==> src/rtl/ctrl_hazard_pipe_pkg.sv <==
// +------------------------------------------------------------------+
// | ctrl_hazard_pipe_pkg : shared encodings for the control pipeline  |
// | Rev 1.0                                                           |
// +------------------------------------------------------------------+
`default_nettype none

package ctrl_hazard_pipe_pkg;

  localparam int REG_AW_DEF     = 5;
  localparam int ALU_CTRL_W_DEF = 3;

  typedef enum logic [1:0] {
    RES_ALU = 2'b00,
    RES_MEM = 2'b01,
    RES_PC4 = 2'b10,
    RES_IMM = 2'b11
  } result_src_e;

  typedef enum logic [1:0] {
    FWD_RF  = 2'b00,
    FWD_WB  = 2'b01,
    FWD_MEM = 2'b10
  } fwd_sel_e;

endpackage

`default_nettype wire

==> src/rtl/ctrl_hazard_pipe_if.sv <==
// +------------------------------------------------------------------+
// | ctrl_hazard_pipe_if : decode-side inputs and E/M/W/hazard outputs |
// | Rev 1.0                                                           |
// +------------------------------------------------------------------+
`default_nettype none

interface ctrl_hazard_pipe_if #(
  parameter int REG_AW     = 5,
  parameter int ALU_CTRL_W = 3
);

  logic                  RegWriteD, MemWriteD, JumpD, jalrD, BranchD, ALUSrcD;
  logic [1:0]            ResultSrcD;
  logic [ALU_CTRL_W-1:0] ALUCtrlD;
  logic [REG_AW-1:0]     rs1D, rs2D, rdD;
  logic                  PCSrcE;

  logic                  RegWriteE, MemWriteE, JumpE, jalrE, BranchE, ALUSrcE;
  logic [1:0]            ResultSrcE;
  logic [ALU_CTRL_W-1:0] ALUCtrlE;
  logic [REG_AW-1:0]     rs1E, rs2E, rdE;

  logic                  RegWriteM, MemWriteM;
  logic [1:0]            ResultSrcM;
  logic [REG_AW-1:0]     rdM;

  logic                  RegWriteW;
  logic [1:0]            ResultSrcW;
  logic [REG_AW-1:0]     rdW;

  logic                  StallF, StallD, FlushD, FlushE;
  logic [1:0]            ForwardAE, ForwardBE;
  logic [31:0]           stall_cnt, flush_cnt;

  modport master (
    output RegWriteD, MemWriteD, JumpD, jalrD, BranchD, ALUSrcD,
           ResultSrcD, ALUCtrlD, rs1D, rs2D, rdD, PCSrcE,
    input  RegWriteE, MemWriteE, JumpE, jalrE, BranchE, ALUSrcE,
           ResultSrcE, ALUCtrlE, rs1E, rs2E, rdE,
           RegWriteM, MemWriteM, ResultSrcM, rdM,
           RegWriteW, ResultSrcW, rdW,
           StallF, StallD, FlushD, FlushE, ForwardAE, ForwardBE,
           stall_cnt, flush_cnt
  );

  modport slave (
    input  RegWriteD, MemWriteD, JumpD, jalrD, BranchD, ALUSrcD,
           ResultSrcD, ALUCtrlD, rs1D, rs2D, rdD, PCSrcE,
    output RegWriteE, MemWriteE, JumpE, jalrE, BranchE, ALUSrcE,
           ResultSrcE, ALUCtrlE, rs1E, rs2E, rdE,
           RegWriteM, MemWriteM, ResultSrcM, rdM,
           RegWriteW, ResultSrcW, rdW,
           StallF, StallD, FlushD, FlushE, ForwardAE, ForwardBE,
           stall_cnt, flush_cnt
  );

endinterface

`default_nettype wire

==> src/rtl/ctrl_hazard_pipe_hazard_unit.sv <==
// +------------------------------------------------------------------+
// | ctrl_hazard_pipe_hazard_unit : load-use stall, flush, forwarding  |
// | Rev 1.0                                                           |
// +------------------------------------------------------------------+
`default_nettype none

module ctrl_hazard_pipe_hazard_unit
  import ctrl_hazard_pipe_pkg::*;
#(
  parameter int REG_AW = REG_AW_DEF
) (
  input  logic [1:0]        result_src_e_i,
  input  logic [REG_AW-1:0] rd_e_i,
  input  logic [REG_AW-1:0] rs1_e_i,
  input  logic [REG_AW-1:0] rs2_e_i,
  input  logic [REG_AW-1:0] rs1_d_i,
  input  logic [REG_AW-1:0] rs2_d_i,
  input  logic              pc_src_e_i,
  input  logic              reg_write_m_i,
  input  logic [REG_AW-1:0] rd_m_i,
  input  logic              reg_write_w_i,
  input  logic [REG_AW-1:0] rd_w_i,
  output logic              stall_f_o,
  output logic              stall_d_o,
  output logic              flush_d_o,
  output logic              flush_e_o,
  output logic [1:0]        forward_a_o,
  output logic [1:0]        forward_b_o
);

  logic w_lw_stall;

  function automatic logic [1:0] fwd_sel(
    input logic              rw_m,
    input logic [REG_AW-1:0] rd_m,
    input logic              rw_w,
    input logic [REG_AW-1:0] rd_w,
    input logic [REG_AW-1:0] rs
  );
    // Youngest producer wins; x0 is hardwired and never a forwarding source.
    if (rw_m && (rd_m != '0) && (rd_m == rs))
      return FWD_MEM;
    else if (rw_w && (rd_w != '0) && (rd_w == rs))
      return FWD_WB;
    else
      return FWD_RF;
  endfunction

  assign w_lw_stall = (result_src_e_i == RES_MEM) && (rd_e_i != '0) &&
                      ((rd_e_i == rs1_d_i) || (rd_e_i == rs2_d_i));

  // A taken redirect overrides the stall so the PC can load the target.
  assign stall_f_o = w_lw_stall & ~pc_src_e_i;
  assign stall_d_o = stall_f_o;
  assign flush_d_o = pc_src_e_i;
  assign flush_e_o = w_lw_stall | pc_src_e_i;

  assign forward_a_o = fwd_sel(reg_write_m_i, rd_m_i, reg_write_w_i, rd_w_i, rs1_e_i);
  assign forward_b_o = fwd_sel(reg_write_m_i, rd_m_i, reg_write_w_i, rd_w_i, rs2_e_i);

endmodule

`default_nettype wire

==> src/rtl/ctrl_hazard_pipe.sv <==
// +------------------------------------------------------------------+
// | ctrl_hazard_pipe : control half of ID/EX, EX/MEM, MEM/WB + hazards|
// | Optional counters: CTRL_PIPE_PERF_EN. Rev 1.0                     |
// +------------------------------------------------------------------+
`default_nettype none

module ctrl_hazard_pipe
  import ctrl_hazard_pipe_pkg::*;
#(
  parameter int REG_AW     = REG_AW_DEF,
  parameter int ALU_CTRL_W = ALU_CTRL_W_DEF
) (
  input  logic                 clk,
  input  logic                 reset,
  ctrl_hazard_pipe_if.slave    bus
);

  typedef struct packed {
    logic                  reg_write;
    logic                  mem_write;
    logic                  jump;
    logic                  jalr;
    logic                  branch;
    logic                  alu_src;
    logic [1:0]            result_src;
    logic [ALU_CTRL_W-1:0] alu_ctrl;
    logic [REG_AW-1:0]     rs1;
    logic [REG_AW-1:0]     rs2;
    logic [REG_AW-1:0]     rd;
  } e_stage_t;

  typedef struct packed {
    logic              reg_write;
    logic              mem_write;
    logic [1:0]        result_src;
    logic [REG_AW-1:0] rd;
  } m_stage_t;

  typedef struct packed {
    logic              reg_write;
    logic [1:0]        result_src;
    logic [REG_AW-1:0] rd;
  } w_stage_t;

  e_stage_t e_d, e_q;
  m_stage_t m_d, m_q;
  w_stage_t w_d, w_q;

  logic       w_stall_f, w_stall_d, w_flush_d, w_flush_e;
  logic [1:0] w_fwd_a, w_fwd_b;

  ctrl_hazard_pipe_hazard_unit #(
    .REG_AW (REG_AW)
  ) u_hazard_unit (
    .result_src_e_i (e_q.result_src),
    .rd_e_i         (e_q.rd),
    .rs1_e_i        (e_q.rs1),
    .rs2_e_i        (e_q.rs2),
    .rs1_d_i        (bus.rs1D),
    .rs2_d_i        (bus.rs2D),
    .pc_src_e_i     (bus.PCSrcE),
    .reg_write_m_i  (m_q.reg_write),
    .rd_m_i         (m_q.rd),
    .reg_write_w_i  (w_q.reg_write),
    .rd_w_i         (w_q.rd),
    .stall_f_o      (w_stall_f),
    .stall_d_o      (w_stall_d),
    .flush_d_o      (w_flush_d),
    .flush_e_o      (w_flush_e),
    .forward_a_o    (w_fwd_a),
    .forward_b_o    (w_fwd_b)
  );

  // E never stalls: it either takes the decode bundle or becomes a bubble.
  always_comb begin
    e_d = '0;
    if (!w_flush_e) begin
      e_d.reg_write  = bus.RegWriteD;
      e_d.mem_write  = bus.MemWriteD;
      e_d.jump       = bus.JumpD;
      e_d.jalr       = bus.jalrD;
      e_d.branch     = bus.BranchD;
      e_d.alu_src    = bus.ALUSrcD;
      e_d.result_src = bus.ResultSrcD;
      e_d.alu_ctrl   = bus.ALUCtrlD;
      e_d.rs1        = bus.rs1D;
      e_d.rs2        = bus.rs2D;
      e_d.rd         = bus.rdD;
    end
  end

  assign m_d = '{reg_write: e_q.reg_write, mem_write: e_q.mem_write,
                 result_src: e_q.result_src, rd: e_q.rd};
  assign w_d = '{reg_write: m_q.reg_write, result_src: m_q.result_src, rd: m_q.rd};

  always_ff @(posedge clk) begin
    if (reset) begin
      e_q <= '0;
      m_q <= '0;
      w_q <= '0;
    end else begin
      e_q <= e_d;
      m_q <= m_d;
      w_q <= w_d;
    end
  end

  assign bus.RegWriteE  = e_q.reg_write;
  assign bus.MemWriteE  = e_q.mem_write;
  assign bus.JumpE      = e_q.jump;
  assign bus.jalrE      = e_q.jalr;
  assign bus.BranchE    = e_q.branch;
  assign bus.ALUSrcE    = e_q.alu_src;
  assign bus.ResultSrcE = e_q.result_src;
  assign bus.ALUCtrlE   = e_q.alu_ctrl;
  assign bus.rs1E       = e_q.rs1;
  assign bus.rs2E       = e_q.rs2;
  assign bus.rdE        = e_q.rd;

  assign bus.RegWriteM  = m_q.reg_write;
  assign bus.MemWriteM  = m_q.mem_write;
  assign bus.ResultSrcM = m_q.result_src;
  assign bus.rdM        = m_q.rd;

  assign bus.RegWriteW  = w_q.reg_write;
  assign bus.ResultSrcW = w_q.result_src;
  assign bus.rdW        = w_q.rd;

  assign bus.StallF     = w_stall_f;
  assign bus.StallD     = w_stall_d;
  assign bus.FlushD     = w_flush_d;
  assign bus.FlushE     = w_flush_e;
  assign bus.ForwardAE  = w_fwd_a;
  assign bus.ForwardBE  = w_fwd_b;

`ifdef CTRL_PIPE_PERF_EN
  logic [31:0] stall_cnt_q, flush_cnt_q;

  always_ff @(posedge clk) begin
    if (reset) begin
      stall_cnt_q <= '0;
      flush_cnt_q <= '0;
    end else begin
      if (w_stall_f) stall_cnt_q <= stall_cnt_q + 32'd1;
      if (w_flush_e) flush_cnt_q <= flush_cnt_q + 32'd1;
    end
  end

  assign bus.stall_cnt = stall_cnt_q;
  assign bus.flush_cnt = flush_cnt_q;
`else
  assign bus.stall_cnt = '0;
  assign bus.flush_cnt = '0;
`endif

endmodule

`default_nettype wire

==> src/flat_wrapper.sv <==
// flat-port wrapper written by rule: the top's interface ports become plain ports
module ctrl_hazard_pipe_flat import ctrl_hazard_pipe_pkg::*;
#(
  parameter int REG_AW     = REG_AW_DEF,
  parameter int ALU_CTRL_W = ALU_CTRL_W_DEF
)
  (clk, reset, bus_RegWriteD, bus_MemWriteD, bus_JumpD, bus_jalrD, bus_BranchD, bus_ALUSrcD, bus_ResultSrcD, bus_ALUCtrlD, bus_rs1D, bus_rs2D, bus_rdD, bus_PCSrcE, bus_RegWriteE, bus_MemWriteE, bus_JumpE, bus_jalrE, bus_BranchE, bus_ALUSrcE, bus_ResultSrcE, bus_ALUCtrlE, bus_rs1E, bus_rs2E, bus_rdE, bus_RegWriteM, bus_MemWriteM, bus_ResultSrcM, bus_rdM, bus_RegWriteW, bus_ResultSrcW, bus_rdW, bus_StallF, bus_StallD, bus_FlushD, bus_FlushE, bus_ForwardAE, bus_ForwardBE, bus_stall_cnt, bus_flush_cnt);
  ctrl_hazard_pipe_if #(.REG_AW(REG_AW), .ALU_CTRL_W(ALU_CTRL_W)) bus_i ();
  input  logic clk;
  input  logic reset;
  input wire logic [$bits(bus_i.RegWriteD)-1:0] bus_RegWriteD;
  input wire logic [$bits(bus_i.MemWriteD)-1:0] bus_MemWriteD;
  input wire logic [$bits(bus_i.JumpD)-1:0] bus_JumpD;
  input wire logic [$bits(bus_i.jalrD)-1:0] bus_jalrD;
  input wire logic [$bits(bus_i.BranchD)-1:0] bus_BranchD;
  input wire logic [$bits(bus_i.ALUSrcD)-1:0] bus_ALUSrcD;
  input wire logic [$bits(bus_i.ResultSrcD)-1:0] bus_ResultSrcD;
  input wire logic [$bits(bus_i.ALUCtrlD)-1:0] bus_ALUCtrlD;
  input wire logic [$bits(bus_i.rs1D)-1:0] bus_rs1D;
  input wire logic [$bits(bus_i.rs2D)-1:0] bus_rs2D;
  input wire logic [$bits(bus_i.rdD)-1:0] bus_rdD;
  input wire logic [$bits(bus_i.PCSrcE)-1:0] bus_PCSrcE;
  output wire logic [$bits(bus_i.RegWriteE)-1:0] bus_RegWriteE;
  output wire logic [$bits(bus_i.MemWriteE)-1:0] bus_MemWriteE;
  output wire logic [$bits(bus_i.JumpE)-1:0] bus_JumpE;
  output wire logic [$bits(bus_i.jalrE)-1:0] bus_jalrE;
  output wire logic [$bits(bus_i.BranchE)-1:0] bus_BranchE;
  output wire logic [$bits(bus_i.ALUSrcE)-1:0] bus_ALUSrcE;
  output wire logic [$bits(bus_i.ResultSrcE)-1:0] bus_ResultSrcE;
  output wire logic [$bits(bus_i.ALUCtrlE)-1:0] bus_ALUCtrlE;
  output wire logic [$bits(bus_i.rs1E)-1:0] bus_rs1E;
  output wire logic [$bits(bus_i.rs2E)-1:0] bus_rs2E;
  output wire logic [$bits(bus_i.rdE)-1:0] bus_rdE;
  output wire logic [$bits(bus_i.RegWriteM)-1:0] bus_RegWriteM;
  output wire logic [$bits(bus_i.MemWriteM)-1:0] bus_MemWriteM;
  output wire logic [$bits(bus_i.ResultSrcM)-1:0] bus_ResultSrcM;
  output wire logic [$bits(bus_i.rdM)-1:0] bus_rdM;
  output wire logic [$bits(bus_i.RegWriteW)-1:0] bus_RegWriteW;
  output wire logic [$bits(bus_i.ResultSrcW)-1:0] bus_ResultSrcW;
  output wire logic [$bits(bus_i.rdW)-1:0] bus_rdW;
  output wire logic [$bits(bus_i.StallF)-1:0] bus_StallF;
  output wire logic [$bits(bus_i.StallD)-1:0] bus_StallD;
  output wire logic [$bits(bus_i.FlushD)-1:0] bus_FlushD;
  output wire logic [$bits(bus_i.FlushE)-1:0] bus_FlushE;
  output wire logic [$bits(bus_i.ForwardAE)-1:0] bus_ForwardAE;
  output wire logic [$bits(bus_i.ForwardBE)-1:0] bus_ForwardBE;
  output wire logic [$bits(bus_i.stall_cnt)-1:0] bus_stall_cnt;
  output wire logic [$bits(bus_i.flush_cnt)-1:0] bus_flush_cnt;
  assign bus_i.RegWriteD = bus_RegWriteD;
  assign bus_i.MemWriteD = bus_MemWriteD;
  assign bus_i.JumpD = bus_JumpD;
  assign bus_i.jalrD = bus_jalrD;
  assign bus_i.BranchD = bus_BranchD;
  assign bus_i.ALUSrcD = bus_ALUSrcD;
  assign bus_i.ResultSrcD = bus_ResultSrcD;
  assign bus_i.ALUCtrlD = bus_ALUCtrlD;
  assign bus_i.rs1D = bus_rs1D;
  assign bus_i.rs2D = bus_rs2D;
  assign bus_i.rdD = bus_rdD;
  assign bus_i.PCSrcE = bus_PCSrcE;
  assign bus_RegWriteE = bus_i.RegWriteE;
  assign bus_MemWriteE = bus_i.MemWriteE;
  assign bus_JumpE = bus_i.JumpE;
  assign bus_jalrE = bus_i.jalrE;
  assign bus_BranchE = bus_i.BranchE;
  assign bus_ALUSrcE = bus_i.ALUSrcE;
  assign bus_ResultSrcE = bus_i.ResultSrcE;
  assign bus_ALUCtrlE = bus_i.ALUCtrlE;
  assign bus_rs1E = bus_i.rs1E;
  assign bus_rs2E = bus_i.rs2E;
  assign bus_rdE = bus_i.rdE;
  assign bus_RegWriteM = bus_i.RegWriteM;
  assign bus_MemWriteM = bus_i.MemWriteM;
  assign bus_ResultSrcM = bus_i.ResultSrcM;
  assign bus_rdM = bus_i.rdM;
  assign bus_RegWriteW = bus_i.RegWriteW;
  assign bus_ResultSrcW = bus_i.ResultSrcW;
  assign bus_rdW = bus_i.rdW;
  assign bus_StallF = bus_i.StallF;
  assign bus_StallD = bus_i.StallD;
  assign bus_FlushD = bus_i.FlushD;
  assign bus_FlushE = bus_i.FlushE;
  assign bus_ForwardAE = bus_i.ForwardAE;
  assign bus_ForwardBE = bus_i.ForwardBE;
  assign bus_stall_cnt = bus_i.stall_cnt;
  assign bus_flush_cnt = bus_i.flush_cnt;
  ctrl_hazard_pipe #(.REG_AW(REG_AW), .ALU_CTRL_W(ALU_CTRL_W)) u_core (.clk(clk), .reset(reset), .bus(bus_i));
endmodule
==> config.mk <==
export PLATFORM = sky130hd
export DESIGN_NAME = ctrl_hazard_pipe_flat
export DESIGN_NICKNAME = d
export VERILOG_FILES = /design/src/rtl/ctrl_hazard_pipe_pkg.sv /design/src/rtl/ctrl_hazard_pipe_if.sv /design/src/rtl/ctrl_hazard_pipe_hazard_unit.sv /design/src/rtl/ctrl_hazard_pipe.sv /design/src/flat_wrapper.sv
export SDC_FILE = /design/constraint.sdc
export NUM_CORES = 1
export LEC_CHECK = 0
export ABC_AREA = 1
export CAP_MARGIN = 10
export CORE_ASPECT_RATIO = 0.8
export CORE_MARGIN = 2
export CORE_UTILIZATION = 23
export CTS_BUF_LIST = sky130_fd_sc_hd__clkbuf_2 sky130_fd_sc_hd__clkbuf_4 sky130_fd_sc_hd__clkbuf_8
export CTS_CLUSTER_SIZE = 8
export DETAILED_ROUTE_END_ITERATION = 7
export GPL_ROUTABILITY_DRIVEN = 0
export PLACE_DENSITY_LB_ADDON = 0.25
export SLEW_MARGIN = 25
export SYNTH_ARGS = -nofsm -noshare
export SYNTH_HDL_FRONTEND = slang
export SYNTH_HIERARCHICAL = 1
export SYNTH_SLANG_ARGS = --single-unit
==> constraint.sdc <==
create_clock -name clk -period 1.8 [get_ports clk]
set_input_delay 0.36 -clock clk [delete_from_list [all_inputs] [get_ports clk]]
set_output_delay 0.36 -clock clk [all_outputs]
set_load 0.005 [all_outputs]
======== Word level (Yosys, flattened, before mapping) ========
Index checks and enable logic that the tools add are counted.
W data, S select, Z words.
storage, ports and cells
  bits of input ports ..................... 29
  logic and storage cells ................. 45
  output and inout port bits .............. 115
  flip-flop bits (word level) ............. 43
operators by class
  equal/unequal tests ..................... 7
  bitwise logic cells ..................... 3
  multiplexer cells ....................... 4
  reduce and logical (&&, ||, !) cells .... 13
operator list
  kind                  count
  $eq A5 B5 Y1          6
  $reduce_bool A5 Y1    3
  $logic_and A1 B1 Y1   8
  $mux W2               2
  $eq A2 B1 Y1 const B  1
  $mux W1               2
  $reduce_or A2 Y1      1
  $and A1 B1 Y1         1
  $logic_or A1 B1 Y1    1
  $not A1 Y1            1
  $or A1 B1 Y1          1

======== Logic depth before layout (Yosys ltp) ========
Gate-level depths: netlist (run 1).
  word-level depth ........................ 5
  mapped depth ............................ 12
  mapped depth without buffers ............ 11

======== Hierarchy ========
The synthesis (run 1) kept the hierarchy.
by module, submodules not included
  module                        cells an instance  area an instance (um^2)  instances  sequential area each (um^2)
  ctrl_hazard_pipe              201                1908.1                   1          860.8
  ctrl_hazard_pipe_hazard_unit  101                531.8                    1          0.0

======== Least setup slack after synthesis (run 1) ========
No wires, ideal clock.
  path type ............................... register to register
  from .................................... reg u_core.e_q (netlist bit u_core/bus.rdE[4])
  to ...................................... reg u_core.e_q (netlist bit u_core/bus.ALUCtrlE[0])
  clock period less this slack ............ 1.422 ns
  setup slack ............................. 0.378 ns
  buffers on the path ..................... 1
  data arrival time ....................... 1.310 ns
  data required time ...................... 1.688 ns
  stages on the path, launching flop included .. 13
  setup time .............................. 0.112 ns
  cell sequence ........................... dfxtp_1 inv_2 nand2_1 nand2_1 nor2_1 nand3_1 nand2_1 nand2_2 nand2_1 clkinv_2 nand2_8 buf_12 nor2_4
between the ends
  cells in the longest elaborated chain, start to end .. 5
  elaborated cells on any way between the ends .. 8
  those cells by class .................... 2 x eq/ne; 1 x bitwise; 5 x reduce/logical
RTL lines
  item                                                       RTL line                                                                source
  start, declared                                            ctrl_hazard_pipe.sv:45                                                  e_stage_t e_d, e_q;
  start signal, assigned                                     ctrl_hazard_pipe.sv:98                                                  e_q <= '0;
  start signal, assigned                                     ctrl_hazard_pipe.sv:102                                                 e_q <= e_d;
  $eq A5 B5 Y1 or $reduce_bool A5 Y1 (tied branches)         ctrl_hazard_pipe_hazard_unit.sv:50, ctrl_hazard_pipe_hazard_unit.sv:49
  $logic_or A1 B1 Y1 or $logic_and A1 B1 Y1 (tied branches)  ctrl_hazard_pipe_hazard_unit.sv:50, ctrl_hazard_pipe_hazard_unit.sv:49
  $logic_and A1 B1 Y1 *                                      ctrl_hazard_pipe_hazard_unit.sv:49                                      assign w_lw_stall = (result_src_e_i == RES_MEM) && (rd_e_i != '0) &&
  $or A1 B1 Y1 *                                             ctrl_hazard_pipe_hazard_unit.sv:56                                      assign flush_e_o = w_lw_stall | pc_src_e_i;
  named net bus_FlushE                                       flat_wrapper.sv:44                                                      output wire logic [$bits(bus_i.FlushE)-1:0] bus_FlushE;
  $reduce_or A2 Y1 (no line) *                               -
The timed path passes the listed nets; every way through them passes the cells marked *.
A chain may end at the register's enable or synchronous reset.

======== Worst setup path after layout (run 1) ========
  from .................................... in bus_PCSrcE
  to ...................................... out bus_FlushD
RTL lines
  item             RTL line            source
  start, declared  flat_wrapper.sv:22  input wire logic [$bits(bus_i.PCSrcE)-1:0] bus_PCSrcE;
  end, declared    flat_wrapper.sv:43  output wire logic [$bits(bus_i.FlushD)-1:0] bus_FlushD;
No word-level cell between the ends.

==> results of run 1 <==
==> repair_timing <==
action,in CTS,in global routing
resized for setup,65,34
setup endpoints to repair,11,7
pin swaps,16,17
setup buffers,3,3
==> through the flow <==
step                util (%)  TNS [ns]  hold slack, ns
floorplan                  -         0          0.4196
global placement       32.10    -8.279          0.4113
detailed placement     32.10    -9.268          0.4158
CTS                    33.76   -0.3403          0.4263
global route           34.84   -0.2045          0.4420
finish                 34.84         0          0.4226
==> kinds of logic (layout without fill, tap and decap cells) <==
| logic type | count (synthesis) | count (layout) |
|---|---|---|
| buffers and inverters | 131 | 177 |
| and+or+nand+nor | 103 | 103 |
| DFF | 43 | 43 |
| xor gates and xnor gates | 22 | 22 |
| AOI/OAI and AO/OA | 2 | 2 |
| other | 1 | 64 |
==> synth_stat cells <==
master	n	area (µm²)
sky130_fd_sc_hd__clkinv_1	1	3.750
sky130_fd_sc_hd__o21ai_2	1	8.760
sky130_fd_sc_hd__clkinv_2	1	5.000
sky130_fd_sc_hd__inv_1	55	206.5
sky130_fd_sc_hd__nor2_4	20	225.2
sky130_fd_sc_hd__inv_6	1	8.760
sky130_fd_sc_hd__xor2_1	6	52.55
sky130_fd_sc_hd__nor2_1	37	138.9
sky130_fd_sc_hd__buf_12	2	40.04
sky130_fd_sc_hd__o21ai_1	1	5.000
sky130_fd_sc_hd__nor3_1	3	15.01
sky130_fd_sc_hd__nand3_1	6	30.03
sky130_fd_sc_hd__buf_2	1	5.000
sky130_fd_sc_hd__conb_1	1	3.750
sky130_fd_sc_hd__nor3_2	2	20.02
sky130_fd_sc_hd__dfxtp_1	43	860.8
sky130_fd_sc_hd__xnor2_1	16	140.1
sky130_fd_sc_hd__inv_2	3	11.26
sky130_fd_sc_hd__nand2_8	1	20.02
sky130_fd_sc_hd__nor2_2	1	6.260
sky130_fd_sc_hd__nand2_1	32	120.1
sky130_fd_sc_hd__buf_6	1	11.26
sky130_fd_sc_hd__buf_4	66	495.5
sky130_fd_sc_hd__nand2_2	1	6.260
==> power breakdown <==
part / switching [mW] / internal (mW) / leakage (nW)
Sequential: 0.0382 / 0.974 / 0.363
Combinational: 0.187 / 0.210 / 1.27
Clock: 0.309 / 0.303 / 0.0491
==> worst min path at each step <==
stage | end | cells past startpoint
6_report | u_core/bus.MemWriteM | 2
5_1_grt | u_core/bus.MemWriteM | 2
4_1_cts | u_core/bus.MemWriteM | 2
3_5_place_dp | u_core/bus.MemWriteM | 2
3_3_place_gp | u_core/bus.ResultSrcW[1] | 2
2_1_floorplan | u_core/bus.MemWriteM | 2
==> layout make-up <==
type	count	area, µm²	share of cell area [%]
well taps	140	175.2	4.890
clock inverters	1	5.005	0.1397
clock buffers	7	83.83	2.340
repair buffers	108	1012	28.26
inverters	61	237.7	6.636
multi-input cells	191	1152	32.17
flip-flops and latches	43	915.9	25.57
==> metal layers <==
layer	routed length [µm]	global-route usage, %	up-vias
li1	-	-	947
met1	2246	10.79	812
met2	2488	14.75	79
met3	621	4.562	4
met4	40	1.786	0
met5	0	0	-
==> state kept, by name, indices dropped and copies added (netlist names), 2 cells and up <==
register and count:
u_core/bus.rs2E 5, u_core/bus.ResultSrcW 2, u_core/bus.rdM 5, u_core/bus.rdW 5
u_core/bus.ALUCtrlE 3, u_core/bus.rs1E 5, u_core/bus.ResultSrcE 2, u_core/bus.rdE 5
u_core/bus.ResultSrcM 2
==> results.md, run 1 <==
Outcome:
- The run finished with clean final reports.

Yosys:
- The compound-cell area share of the yosys netlist is 0.5641%.
- The total of warnings raised by yosys is 6.
- The simple-gate share of the synthesized area is 23.85%.
- By area, the combinational part of the netlist is dominated by buffers and inverters.
- Summing the areas of all fa, ha and maj instances in the mapped netlist gives 0% of the synthesized area.
- The distinct cell type count after synthesis is 24.
- The summed instance area of the synthesized netlist is 0.002440 mm².
- The synthesized netlist cell count is 302.
- Sequential cells were found to cover 35.28% of the synthesized design area.
- The number of register bits inferred by synthesis is 43.
- Dividing the synthesized area by the synthesized cell count gives 8.079 µm².
- After Yosys synthesis, XOR and XNOR cells account for 7.897% of the synthesized area.
- The multiplexer area fraction after synthesis is 0%.

Final layout:
- In the final design database the tool counted 439 nets.
- The most common cell after layout, fill and taps aside is sky130_fd_sc_hd__conb_1.
- Cells with a size suffix above 1 make up 28.71% of the layout.
- The area growth from synthesis to final layout is 46.82%.
- The filler cells instantiated in the layout total 1061.
- The post-route cell area is 0.003582 mm².
- The library cells used most frequently in the layout, excluding fill and tap cells, are sky130_fd_sc_hd__conb_1 (64), sky130_fd_sc_hd__clkdlybuf4s50_1 (62), sky130_fd_sc_hd__inv_1 (53).
- For this run, the number of standard cells in the final layout without fillers is 551.
- The repair_antennas step left the layout with diodes totalling 0.

Floorplan:
- The width of the die is 119.2 µm.
- During I/O placement, the number of pins put on the boundary was 144.
- In this run the core area contains 33 standard-cell rows.
- The total area inside the core boundary comes to 0.01028 mm².
- The initial utilization of the core area, before any placement, comes to 23.73%.
- From bottom edge to top edge, the die measures 96.12 µm.
- The area of the die is 0.01145 mm².

Min path:
- The hold path startpoint is u_core/bus.MemWriteE.
- The min-delay analysis places its worst path in the category flop to flop.

Drt:
- After detailed routing, the average wire length per cell comes to 9.793 µm.
- After detailed routing, the number of remaining DRC violations is 0.
- In this run, the number of DRC markers left after iteration 0 of detailed routing was 17.
- Once detail routing completed, the nets flagged for antenna violations numbered 0.
- The total via count in the routed design is 1842.
- The pre-antenna-repair detailed-routing pass consisted of 4 iterations.
- The detailed-route vias per instance is 3.343.
- After detailed routing, the total wire length is 5396 µm.

Critical path:
- Walking the worst path, the cells encountered are clkdlybuf4s50_1, clkdlybuf4s50_1.
- The data arrival time of the worst path is 1.40 ns.
- Counting buffers and inverters, the worst setup path is 2 cells deep.
- The most critical setup path has its endpoint at bus_FlushD.
- Tracing the worst setup path back leads to its startpoint at bus_PCSrcE.
- The worst path buffer plus inverter count is 2.
- Measured in cells, the most critical reg-to-reg path has a length of 13.
- The category of the worst setup path launch point is an input pin.
- The family of cells with the greatest summed delay on the critical path is buffers and inverters.
- At the worst endpoint, the required time is 1.44 ns.
- The worst register-to-register path ends at u_core/bus.rs1E[1].
- The critical path is of the input pin to output port type.
- The launch instance of the worst register-to-register path is u_core/bus.rdE[4].
- In this design, the stage delay of the slowest critical-path cell is 0.52 ns.
- STA classifies the critical path endpoint as an output port.
- The reg-to-reg setup timing slack is 0.24 ns.
- Of all nets on the critical path, the largest fanout is 3.
- The largest individual stage delay along the critical path comes from the cell sky130_fd_sc_hd__clkdlybuf4s50_1.
- By instance count, the cell type seen most on the critical path is sky130_fd_sc_hd__clkdlybuf4s50_1.

Power and ir drop:
- The standby leakage power is 1.686 nW.
- The worst-case IR drop observed on VDD is 321.6 µV.
- The final total power is 2.021 mW.
- Power spread over the standard cell area amounts to 564.2 mW/mm².

Flow run:
- The tool flagged a number of max-cap violations equal to 0.

Global routing:
- The largest net degree at the start of global routing is 16.
- Global routing consumed, over all layers together, 9.033% of the routing resources.
- The wire length of the first global-routing pass is 8038 µm.
- Global routing finished with a remaining overflow of 0.
- The number of global-route vias before repair is 1660.
- The number of antenna violations at the first check in global routing is 0.

Timing:
- The number of max-slew violations in the final report is 0.
- After layout, the worst path uses 97.55% of the clock period.
- The maximum clock rate is 569.5 MHz.
- After layout, the worst setup slack is 0.04414 ns.
- Across the routed clock network, the largest skew measured is 0.008324 ns.
- Setup violations remaining at the end of the flow were counted as 0.
- The number of failing hold endpoints at the final stage is 0.
- Setup repair after global routing could not meet its margin everywhere.
- The final period demand of the worst path is 1.756 ns.

Place:
- The post-DP HPWL is 4415 µm.
- In this run, placement finished with an instance count of 537.
- Once placement finished, the instance area stood at 0.003301 mm².
- The pre-CTS setup slack is -0.6156 ns.
- Buffers placed on the I/O ports in this run total 79.

CTS:
- CTS placed an instance of sky130_fd_sc_hd__clkbuf_8 at the clock tree root.
- The later-pin clock latency in the skew report is 0.29 ns.
- The longest clock path from root to sink contains 2 buffers.
- The clock tree from TritonCTS is yes.
- Counting every sink on the clock net gives 43.
- After clock tree synthesis, the clock-pin slew on the worst setup and hold paths is 0.08 ns.
- In this run, post-CTS hold repair placed 0 buffers.
- TritonCTS created 5 clock buffers.
- The H-tree was split into 2 levels.
Note: power is estimated with default switching activity, not from simulation.
==> inputs of run 2 (changes only) <==
--- a/config.mk
+++ b/config.mk
@@ -5,7 +5,6 @@
 export SDC_FILE = /design/constraint.sdc
 export NUM_CORES = 1
 export LEC_CHECK = 0
-export ABC_AREA = 1
 export CAP_MARGIN = 10
 export CORE_ASPECT_RATIO = 0.8
 export CORE_MARGIN = 2
==> run 2 against run 1 <==
The flow now finishes with violations (setup timing). Sequential cell count stayed put. Die area is 5.5% lower. Wire length is 2.0% higher. Combinational power is 3% higher. Maximum frequency is 19% lower.
==> results.md, run 2 <==
Yosys:
- The total of warnings raised by yosys is 6 (unchanged).
- The dominant cell type by area after synthesis is sky130_fd_sc_hd__dfxtp_1 (unchanged).
- The number of synthesized flops with an enable pin is 0 (unchanged).
- The sequential share of the synthesized area is 37.43% (was 35.28%).
- The synthesized netlist cell count is 213 (was 302).
- The largest family of logic cells by synthesized area is buffers and inverters (unchanged).
- The multiplexer area fraction after synthesis was 0% (unchanged).
- The mean cell area of the mapped netlist came to 10.80 µm² (was 8.079 µm²).
- The area share of fa/ha/maj cells after synthesis is 0% (unchanged).
- The summed instance area of the synthesized netlist is 0.002300 mm² (was 0.002440 mm²).
- The share of flip-flops with an asynchronous set or reset after synthesis is 0% (unchanged).
- The parity-gate share of the synthesized area counting xor and xnor cells is 11.43% (was 7.897%).
- The leading cell type by number of instances after synthesis is sky130_fd_sc_hd__buf_4 (unchanged).
- Commonest cells in the synthesized netlist: sky130_fd_sc_hd__buf_4 (67), sky130_fd_sc_hd__dfxtp_1 (43), sky130_fd_sc_hd__nor3b_2 (26), sky130_fd_sc_hd__xor2_1 (24), sky130_fd_sc_hd__nor2b_1 (18) (was sky130_fd_sc_hd__buf_4 (66), sky130_fd_sc_hd__inv_1 (55), sky130_fd_sc_hd__dfxtp_1 (43), sky130_fd_sc_hd__nor2_1 (37), sky130_fd_sc_hd__nand2_1 (32)).
- The simple-gate share of the synthesized area came to 23.72% (was 23.85%).
- The most common flop cell mapped by yosys was sky130_fd_sc_hd__dfxtp_1 (unchanged).
- The number of register bits inferred by synthesis was 43 (unchanged).
- The distinct cell type count after synthesis came to 21 (was 24).
- The top cell type's share of synthesized area came to 37.43% (was 35.28%).
- The compound-cell area share of the yosys netlist is 1.469% (was 0.5641%).
- Dominant cells by area after synthesis: sky130_fd_sc_hd__dfxtp_1 (37%), sky130_fd_sc_hd__buf_4 (22%), sky130_fd_sc_hd__nor3b_2 (14%) (was sky130_fd_sc_hd__dfxtp_1 (35%), sky130_fd_sc_hd__buf_4 (20%), sky130_fd_sc_hd__nor2_4 (9.2%)).

Min path:
- The hold path startpoint is u_core/bus.MemWriteE (unchanged).
- The path category of the worst min-delay check was flop to flop (unchanged).
- The endpoint with the worst hold slack is u_core/bus.MemWriteM (unchanged).
- The hold path depth is 1 (was 2).

Floorplan:
- The number of standard-cell rows in the floorplan was 32 (was 33).
- The initial core utilization is 23.73% (about the same).
- The core region area is 0.009689 mm² (was 0.01028 mm²).
- The area of the die came to 0.01082 mm² (was 0.01145 mm²).
- The I/O pin count is 144 (unchanged).
- The width of the die is 115.8 µm (was 119.2 µm).
- The height of the chip is 93.44 µm (was 96.12 µm).

Place:
- The pre-CTS setup slack came to -0.6437 ns (was -0.6156 ns).
- The post-DP HPWL came to 4167 µm (was 4415 µm).
- The total placed instance area is 0.003188 mm² (was 0.003301 mm²).
- The number of buffers inserted by port buffering came to 79 (unchanged).

Global routing:
- The number of global-route vias before repair is 1672 (was 1660).
- The wire length of the first global-routing pass is 8438 µm (was 8038 µm).
- The overall track demand over capacity in global routing is 10.09% (was 9.033%).
- The largest net degree at the start of global routing is 22 (was 16).
- The total overflow reported by the global router is 0 (unchanged).
- The number of antenna violations at the first check in global routing is 0 (unchanged).

Final layout:
- Commonest cells after routing, fill and taps aside: sky130_fd_sc_hd__clkdlybuf4s50_1 (70), sky130_fd_sc_hd__conb_1 (64), sky130_fd_sc_hd__buf_4 (42) (was sky130_fd_sc_hd__conb_1 (64), sky130_fd_sc_hd__clkdlybuf4s50_1 (62), sky130_fd_sc_hd__inv_1 (53)).
- The most common cell after layout, fill and taps aside is sky130_fd_sc_hd__clkdlybuf4s50_1 (was sky130_fd_sc_hd__conb_1).
- The fraction of final layout cells sized beyond drive strength 1 is 35.88% (was 28.71%).
- The number of nets at the end of the flow is 368 (was 439).
- The count of antenna diodes in the layout was 0 (unchanged).
- The area growth from synthesis to final layout is 54.08% (was 46.82%).
- The final-layout fill cell count is 1012 (was 1061).
- The post-route cell area is 0.003543 mm² (was 0.003582 mm²).

Timing:
- The fraction of the cycle the final worst path needs is 119.7% (was 97.55%).
- RSZ-0062 raised after global routing: yes (unchanged).
- The worst setup skew after layout is 0.007795 ns (was 0.008324 ns).
- The final setup violation count is 9 (was 0).
- The final period demand of the worst path is 2.155 ns (was 1.756 ns).
- The post-route setup TNS is -1.887 ns (was 0 ns).
- The number of max-slew violations in the final report came to 0 (unchanged).
- The maximum clock rate is 464.1 MHz (was 569.5 MHz).
- The number of failing hold endpoints at the final stage is 0 (unchanged).
- The smallest hold slack was 0.4628 ns (was 0.4226 ns).
- The setup slack after layout is -0.3547 ns (was 0.04414 ns).

Critical path:
- The category of the worst setup path launch point is a flop (was input pin).
- The terminus of the critical flop-to-flop path is u_core/bus.rs1E[0] (was u_core/bus.rs1E[1]).
- The endpoint required time on the critical path is 1.44 ns (about the same).
- The classification of the worst setup path is flop to output port (was input pin to output port).
- The number of cells on the worst reg-to-reg path is 8 (was 13).
- The launch instance of the worst register-to-register path is u_core/bus.rdE[1] (was u_core/bus.rdE[4]).
- The largest fanout on the critical path is 3 (unchanged).
- The nature of the critical path endpoint is an output port (unchanged).
- The reg-to-reg setup timing slack was -0.01 ns (was 0.24 ns).
- The data arrival time of the worst path was 1.79 ns (was 1.40 ns).

CTS:
- The buffer depth of the longest clock path is 2 (unchanged).
- The clock edge transition at the registers on the reported setup and hold paths is 0.08 ns (about the same).
- The count of hold buffers inserted by post-cts repair was 0 (unchanged).
- The clock tree from TritonCTS is yes (unchanged).
- The cell chosen for the clock root is sky130_fd_sc_hd__clkbuf_8 (unchanged).
- The later-pin clock latency in the skew report is 0.29 ns (about the same).
- The number of clock sinks seen by CTS is 43 (unchanged).
- The maximum level of the CTS H-tree is 2 (unchanged).
- The number of clock buffers inserted by TritonCTS came to 5 (unchanged).

Power and ir drop:
- The worst supply voltage drop on vdd is 321.7 µV (was 321.6 µV).
- The standby leakage power came to 1.563 nW (was 1.686 nW).
- The areal power density over the cells is 566.8 mW/mm² (was 564.2 mW/mm²).

Drt:
- The final antenna-violating net count is 0 (unchanged).
- The average wire per standard cell is 11.56 µm (was 9.793 µm).
- The detailed-route vias per instance was 3.435 (was 3.343).
- The DRC violation count after routing is 0 (unchanged).
- The initial detailed-routing violation count is 36 (was 17).
- The total wirelength of the detailed-routed design is 5502 µm (was 5396 µm).
- The total via count in the routed design is 1635 (was 1842).
- The total iterations of the first detailed-routing run was 3 (was 4).

Outcome:
- Status: finished with violations (was complete, no violations).
- The checks that failed: setup timing.

Flow run:
- The max-cap violation count is 0 (unchanged).
run 2: changes by cell type after synthesis, moves of 10 or more:
cell	before	now
sky130_fd_sc_hd__nand2_1	32	0
sky130_fd_sc_hd__nor2_1	37	2
sky130_fd_sc_hd__xnor2_1	16	6
sky130_fd_sc_hd__nor2b_1	0	18
sky130_fd_sc_hd__nor3b_2	0	26
sky130_fd_sc_hd__xor2_1	6	24
sky130_fd_sc_hd__inv_1	55	0
sky130_fd_sc_hd__nor2_4	20	0
run 2: report_power, final:
part	leakage, nW	total [mW]	switching, mW	internal [mW]
Sequential	0.358	1.01	0.0252	0.980
Clock	0.0477	0.596	0.330	0.266
Combinational	1.16	0.407	0.168	0.239
run 2: worst max-delay path: stages (launching register included):
cell,delay (ns)
sky130_fd_sc_hd__dfxtp_2,0.33
sky130_fd_sc_hd__buf_6,0.12
sky130_fd_sc_hd__xor2_1,0.13
sky130_fd_sc_hd__or4_4,0.52
sky130_fd_sc_hd__nor4_2,0.26
sky130_fd_sc_hd__buf_2,0.15
run 2: metrics by stage:
step	power [mW]	util, %	cells
2_1_floorplan	1.293	-	276
3_3_place_gp	1.371	32.90	454
3_5_place_dp	1.373	32.90	454
4_1_cts	2.010	35.87	476
5_1_grt	2.117	36.57	476
6_report	2.008	36.57	476
run 2: cells by family after synthesis:
logic type | Yosys count
AO/OA/AOI/OAI | 5
XOR/XNOR | 30
buffers and inverters | 74
flip-flops | 43
other | 1
AND/OR/NAND/NOR | 60
run 2: repair_timing:
action	4_1_cts	5_1_grt
pin swaps	34	7
setup buffers	13	0
gates cloned	1	0
setup endpoints to repair	26	33
gates resized for setup	65	15
run 2: worst max path at each step:
stage	start	end	slack, ns	cells after the start
floorplan	u_core/bus.rdM[1]	bus_ForwardAE[0]	0.06	4
global placement	bus_rs2D[2]	bus_StallF	-0.65	6
detailed placement	bus_rs2D[2]	bus_StallD	-0.64	6
CTS	u_core/bus.rdM[2]	bus_ForwardBE[0]	-0.37	6
global route	u_core/bus.rdM[2]	bus_ForwardBE[0]	-0.45	6
finish	u_core/bus.rdW[1]	bus_ForwardAE[0]	-0.35	5
run 2: area by class of cell:
| type | count | area, µm² | area share (%) |
|---|---|---|---|
| sequential | 43 | 887.1 | 25.04 |
| clock inverter | 3 | 15.01 | 0.4237 |
| multi-input combinational | 159 | 1182 | 33.37 |
| timing repair buffer | 130 | 1220 | 34.43 |
| tap | 136 | 170.2 | 4.802 |
| clock buffer | 5 | 68.82 | 1.942 |
run 2: per-layer routing:
metal  vias up  wire length, µm  global-route usage (%)
met5         -                0                       0
met4         0               63                   2.778
met3         6              444                   3.564
met2        86             2533                   16.42
met1       737             2460                   12.62
li1        806                -                       -
==> inputs of run 3 (changes only) <==
--- a/config.mk
+++ b/config.mk
@@ -5,6 +5,7 @@
 export SDC_FILE = /design/constraint.sdc
 export NUM_CORES = 1
 export LEC_CHECK = 0
+export ABC_AREA = 0
 export CAP_MARGIN = 10
 export CORE_ASPECT_RATIO = 0.8
 export CORE_MARGIN = 2
@@ -14,6 +15,7 @@
 export DETAILED_ROUTE_END_ITERATION = 7
 export GPL_ROUTABILITY_DRIVEN = 0
 export PLACE_DENSITY_LB_ADDON = 0.25
+export SKIP_LAST_GASP = 1
 export SLEW_MARGIN = 25
 export SYNTH_ARGS = -nofsm -noshare
 export SYNTH_HDL_FRONTEND = slang
==> run 3 against run 2 <==
The flow still finishes with violations (setup timing). Sequential power hardly changed. Worst hold slack worse by 0.029 ns. Clock power hardly changed. Non-clock buffer count is 1 higher. Cell count is 0.21% higher. Global-route usage is 0.055 points lower. Via count is 0.31% higher. Power is 0.20% higher.
==> results.md, run 3 (synthesized netlist as in run 2, its figures left out) <==
Drt:
- The wire length on met3 is 444 µm (unchanged).
- The detailed-route wire length on metal 1 is 2437 µm (was 2460 µm).
- The total wirelength of the detailed-routed design was 5549 µm (was 5502 µm).
- The initial detailed-routing violation count was 36 (unchanged).
- The total iterations of the first detailed-routing run is 3 (unchanged).
- The uppermost metal layer occupied by signal nets was met4 (unchanged).
- The average wire per standard cell is 11.63 µm (was 11.56 µm).
- The detailed-route vias per instance is 3.438 (was 3.435).
- The DRC violation count after routing came to 0 (unchanged).
- The total via count in the routed design came to 1640 (was 1635).
- The final antenna-violating net count is 0 (unchanged).
- The wire length on met2 was 2603 µm (was 2533 µm).

Critical path:
- The largest fanout on the critical path is 3 (unchanged).
- The data arrival time of the worst path came to 1.79 ns (about the same).
- The maximum cell stage delay along the critical path is 0.52 ns (about the same).
- The slowest stage cell on the critical path is sky130_fd_sc_hd__or4_4 (unchanged).
- The launch instance of the worst register-to-register path was u_core/bus.rdE[2] (was u_core/bus.rdE[1]).
- The endpoint required time on the critical path is 1.44 ns (about the same).
- The classification of the worst setup path is flop to output port (unchanged).
- The first element of the critical path is u_core/bus.rdW[1] (unchanged).
- The nature of the critical path endpoint is an output port (unchanged).
- The reg-to-reg setup timing slack is -0.04 ns (was -0.01 ns).
- The category of the worst setup path launch point is a flop (unchanged).
- Cells along the critical path: buf_6, xor2_1, or4_4, nor4_2, buf_2 (unchanged).

Min path:
- The path category of the worst min-delay check is input pin to flop (was flop to flop).
- The hold path startpoint was bus_rs2D[2] (was u_core/bus.MemWriteE).

Final layout:
- The most common cell after layout, fill and taps aside was sky130_fd_sc_hd__clkdlybuf4s50_1 (unchanged).
- The final standard cell utilization of the core is 36.88% (was 36.57%).
- The post-route cell area is 0.003573 mm² (was 0.003543 mm²).
- The fraction of final layout cells sized beyond drive strength 1 is 35.78% (was 35.88%).
- Commonest cells after routing, fill and taps aside: sky130_fd_sc_hd__clkdlybuf4s50_1 (70), sky130_fd_sc_hd__conb_1 (64), sky130_fd_sc_hd__buf_4 (41) (was sky130_fd_sc_hd__clkdlybuf4s50_1 (70), sky130_fd_sc_hd__conb_1 (64), sky130_fd_sc_hd__buf_4 (42)).
- The count of antenna diodes in the layout is 0 (unchanged).
- The area growth from synthesis to final layout is 55.39% (was 54.08%).
- The final-layout fill cell count is 1006 (was 1012).
- The number of nets at the end of the flow is 369 (was 368).

Timing:
- The setup slack after layout is -0.3543 ns (was -0.3547 ns).
- The worst setup skew after layout was 0.006154 ns (was 0.007795 ns).
- The number of max-slew violations in the final report is 0 (unchanged).
- The maximum clock rate was 464.2 MHz (was 464.1 MHz).
- RSZ-0062 raised after global routing: yes (unchanged).
- The fraction of the cycle the final worst path needs is 119.7% (about the same).
- The final setup violation count came to 24 (was 9).
- The number of failing hold endpoints at the final stage was 0 (unchanged).
- The smallest hold slack was 0.4334 ns (was 0.4628 ns).
- The final period demand of the worst path is 2.154 ns (was 2.155 ns).

CTS:
- The number of clock buffers inserted by TritonCTS is 5 (unchanged).
- The maximum level of the CTS H-tree is 2 (unchanged).
- The clock tree from TritonCTS is yes (unchanged).
- The count of hold buffers inserted by post-cts repair is 0 (unchanged).
- The number of clock sinks seen by CTS is 43 (unchanged).
- The buffer depth of the longest clock path came to 2 (unchanged).
- The later-pin clock latency in the skew report is 0.29 ns (about the same).
- The cell chosen for the clock root is sky130_fd_sc_hd__clkbuf_8 (unchanged).
- The clock edge transition at the registers on the reported setup and hold paths is 0.08 ns (about the same).

Power and ir drop:
- The design internal power is 1.488 mW (was 1.485 mW).
- The combinational cell fraction of total power is 20.6% (was 20.3%).
- The clock share of power is 29.5% (was 29.7%).
- The worst supply voltage drop on vdd is 321.9 µV (was 321.7 µV).
- The areal power density over the cells came to 563.1 mW/mm² (was 566.8 mW/mm²).
- The switching power as a share of total power came to 26.04% (was 26.06%).
- The standby leakage power is 1.587 nW (was 1.563 nW).
- The sequential power share was 50.0% (was 50.1%).
- The final total power is 2.012 mW (was 2.008 mW).
- The switching power was 0.5239 mW (was 0.5235 mW).

Global routing:
- The overall track demand over capacity in global routing was 10.03% (was 10.09%).
- The largest net degree at the start of global routing is 22 (unchanged).
- The total overflow reported by the global router is 0 (unchanged).
- The number of global-route vias before repair is 1669 (was 1672).
- The number of antenna violations at the first check in global routing is 0 (unchanged).
- The wire length of the first global-routing pass was 8390 µm (was 8438 µm).

Place:
- The number of buffers inserted by port buffering is 79 (unchanged).
- The post-DP HPWL is 4167 µm (unchanged).
- The pre-CTS setup slack is -0.6437 ns (unchanged).
- The total placed instance area is 0.003188 mm² (unchanged).

Floorplan:
- The height of the chip was 93.44 µm (unchanged).
- The I/O pin count came to 144 (unchanged).
- The core region area was 0.009689 mm² (unchanged).
- The width of the die is 115.8 µm (unchanged).
- The initial core utilization is 23.73% (unchanged).
- The number of standard-cell rows in the floorplan is 32 (unchanged).
- The area of the die is 0.01082 mm² (unchanged).

Flow run:
- The max-cap violation count is 0 (unchanged).

Outcome:
- Status: finished with violations (unchanged).
- Failing checks: setup timing (unchanged).
run 3: worst paths after layout:
path,end,cells after the start
max,bus_ForwardAE[0],5
min,u_core/bus.rs2E[2],2
max reg2reg,u_core/bus.rs2E[4],8
min reg2reg,u_core/bus.MemWriteM,1
run 3: worst max-delay path: cells and delay by family, from the launching register on:
kind                   cells  cell delay, ns
XOR/XNOR                   1            0.13
buffers and inverters      2            0.27
flip-flops                 1            0.33
AND/OR/NAND/NOR            2            0.78
run 3: timing repair:
item                       4_1_cts  5_1_grt
resized for setup               62       21
buffers inserted                13        1
setup endpoints to repair       26       33
cloned                           1        0
pin swaps                       29       13
run 3: power by group through the flow:
stage                     sequential, mW  clock, mW  combinational [mW]
after floorplan                     1.03          0               0.259
after global placement              1.03          0               0.337
after detailed placement            1.03          0               0.339
after CTS                           1.01      0.614               0.390
after global routing                1.01      0.661               0.452
final                               1.01      0.593               0.414
run 3: final cells by class:
cell class / count / area (µm²) / share of cell area, %
Timing Repair Buffer: 131 / 1239 / 34.66
Multi-Input combinational cell: 159 / 1195 / 33.44
Sequential cell: 43 / 885.9 / 24.79
Tap cell: 136 / 170.2 / 4.762
Clock buffer: 5 / 68.82 / 1.926
Clock inverter: 3 / 15.01 / 0.4202
run 3: stage by stage:
| stage | cells | TNS (ns) |
|---|---|---|
| floorplan | 276 | 0 |
| global placement | 454 | -12.90 |
| detailed placement | 454 | -13.28 |
| CTS | 476 | -3.013 |
| global route | 477 | -4.160 |
| finish | 477 | -2.183 |
run 3: layer usage:
| metal | up-vias | GRT usage, % |
|---|---|---|
| li1 | 808 | - |
| met1 | 740 | 12.46 |
| met2 | 86 | 16.42 |
| met3 | 6 | 3.564 |
| met4 | 0 | 2.778 |
| met5 | - | 0 |
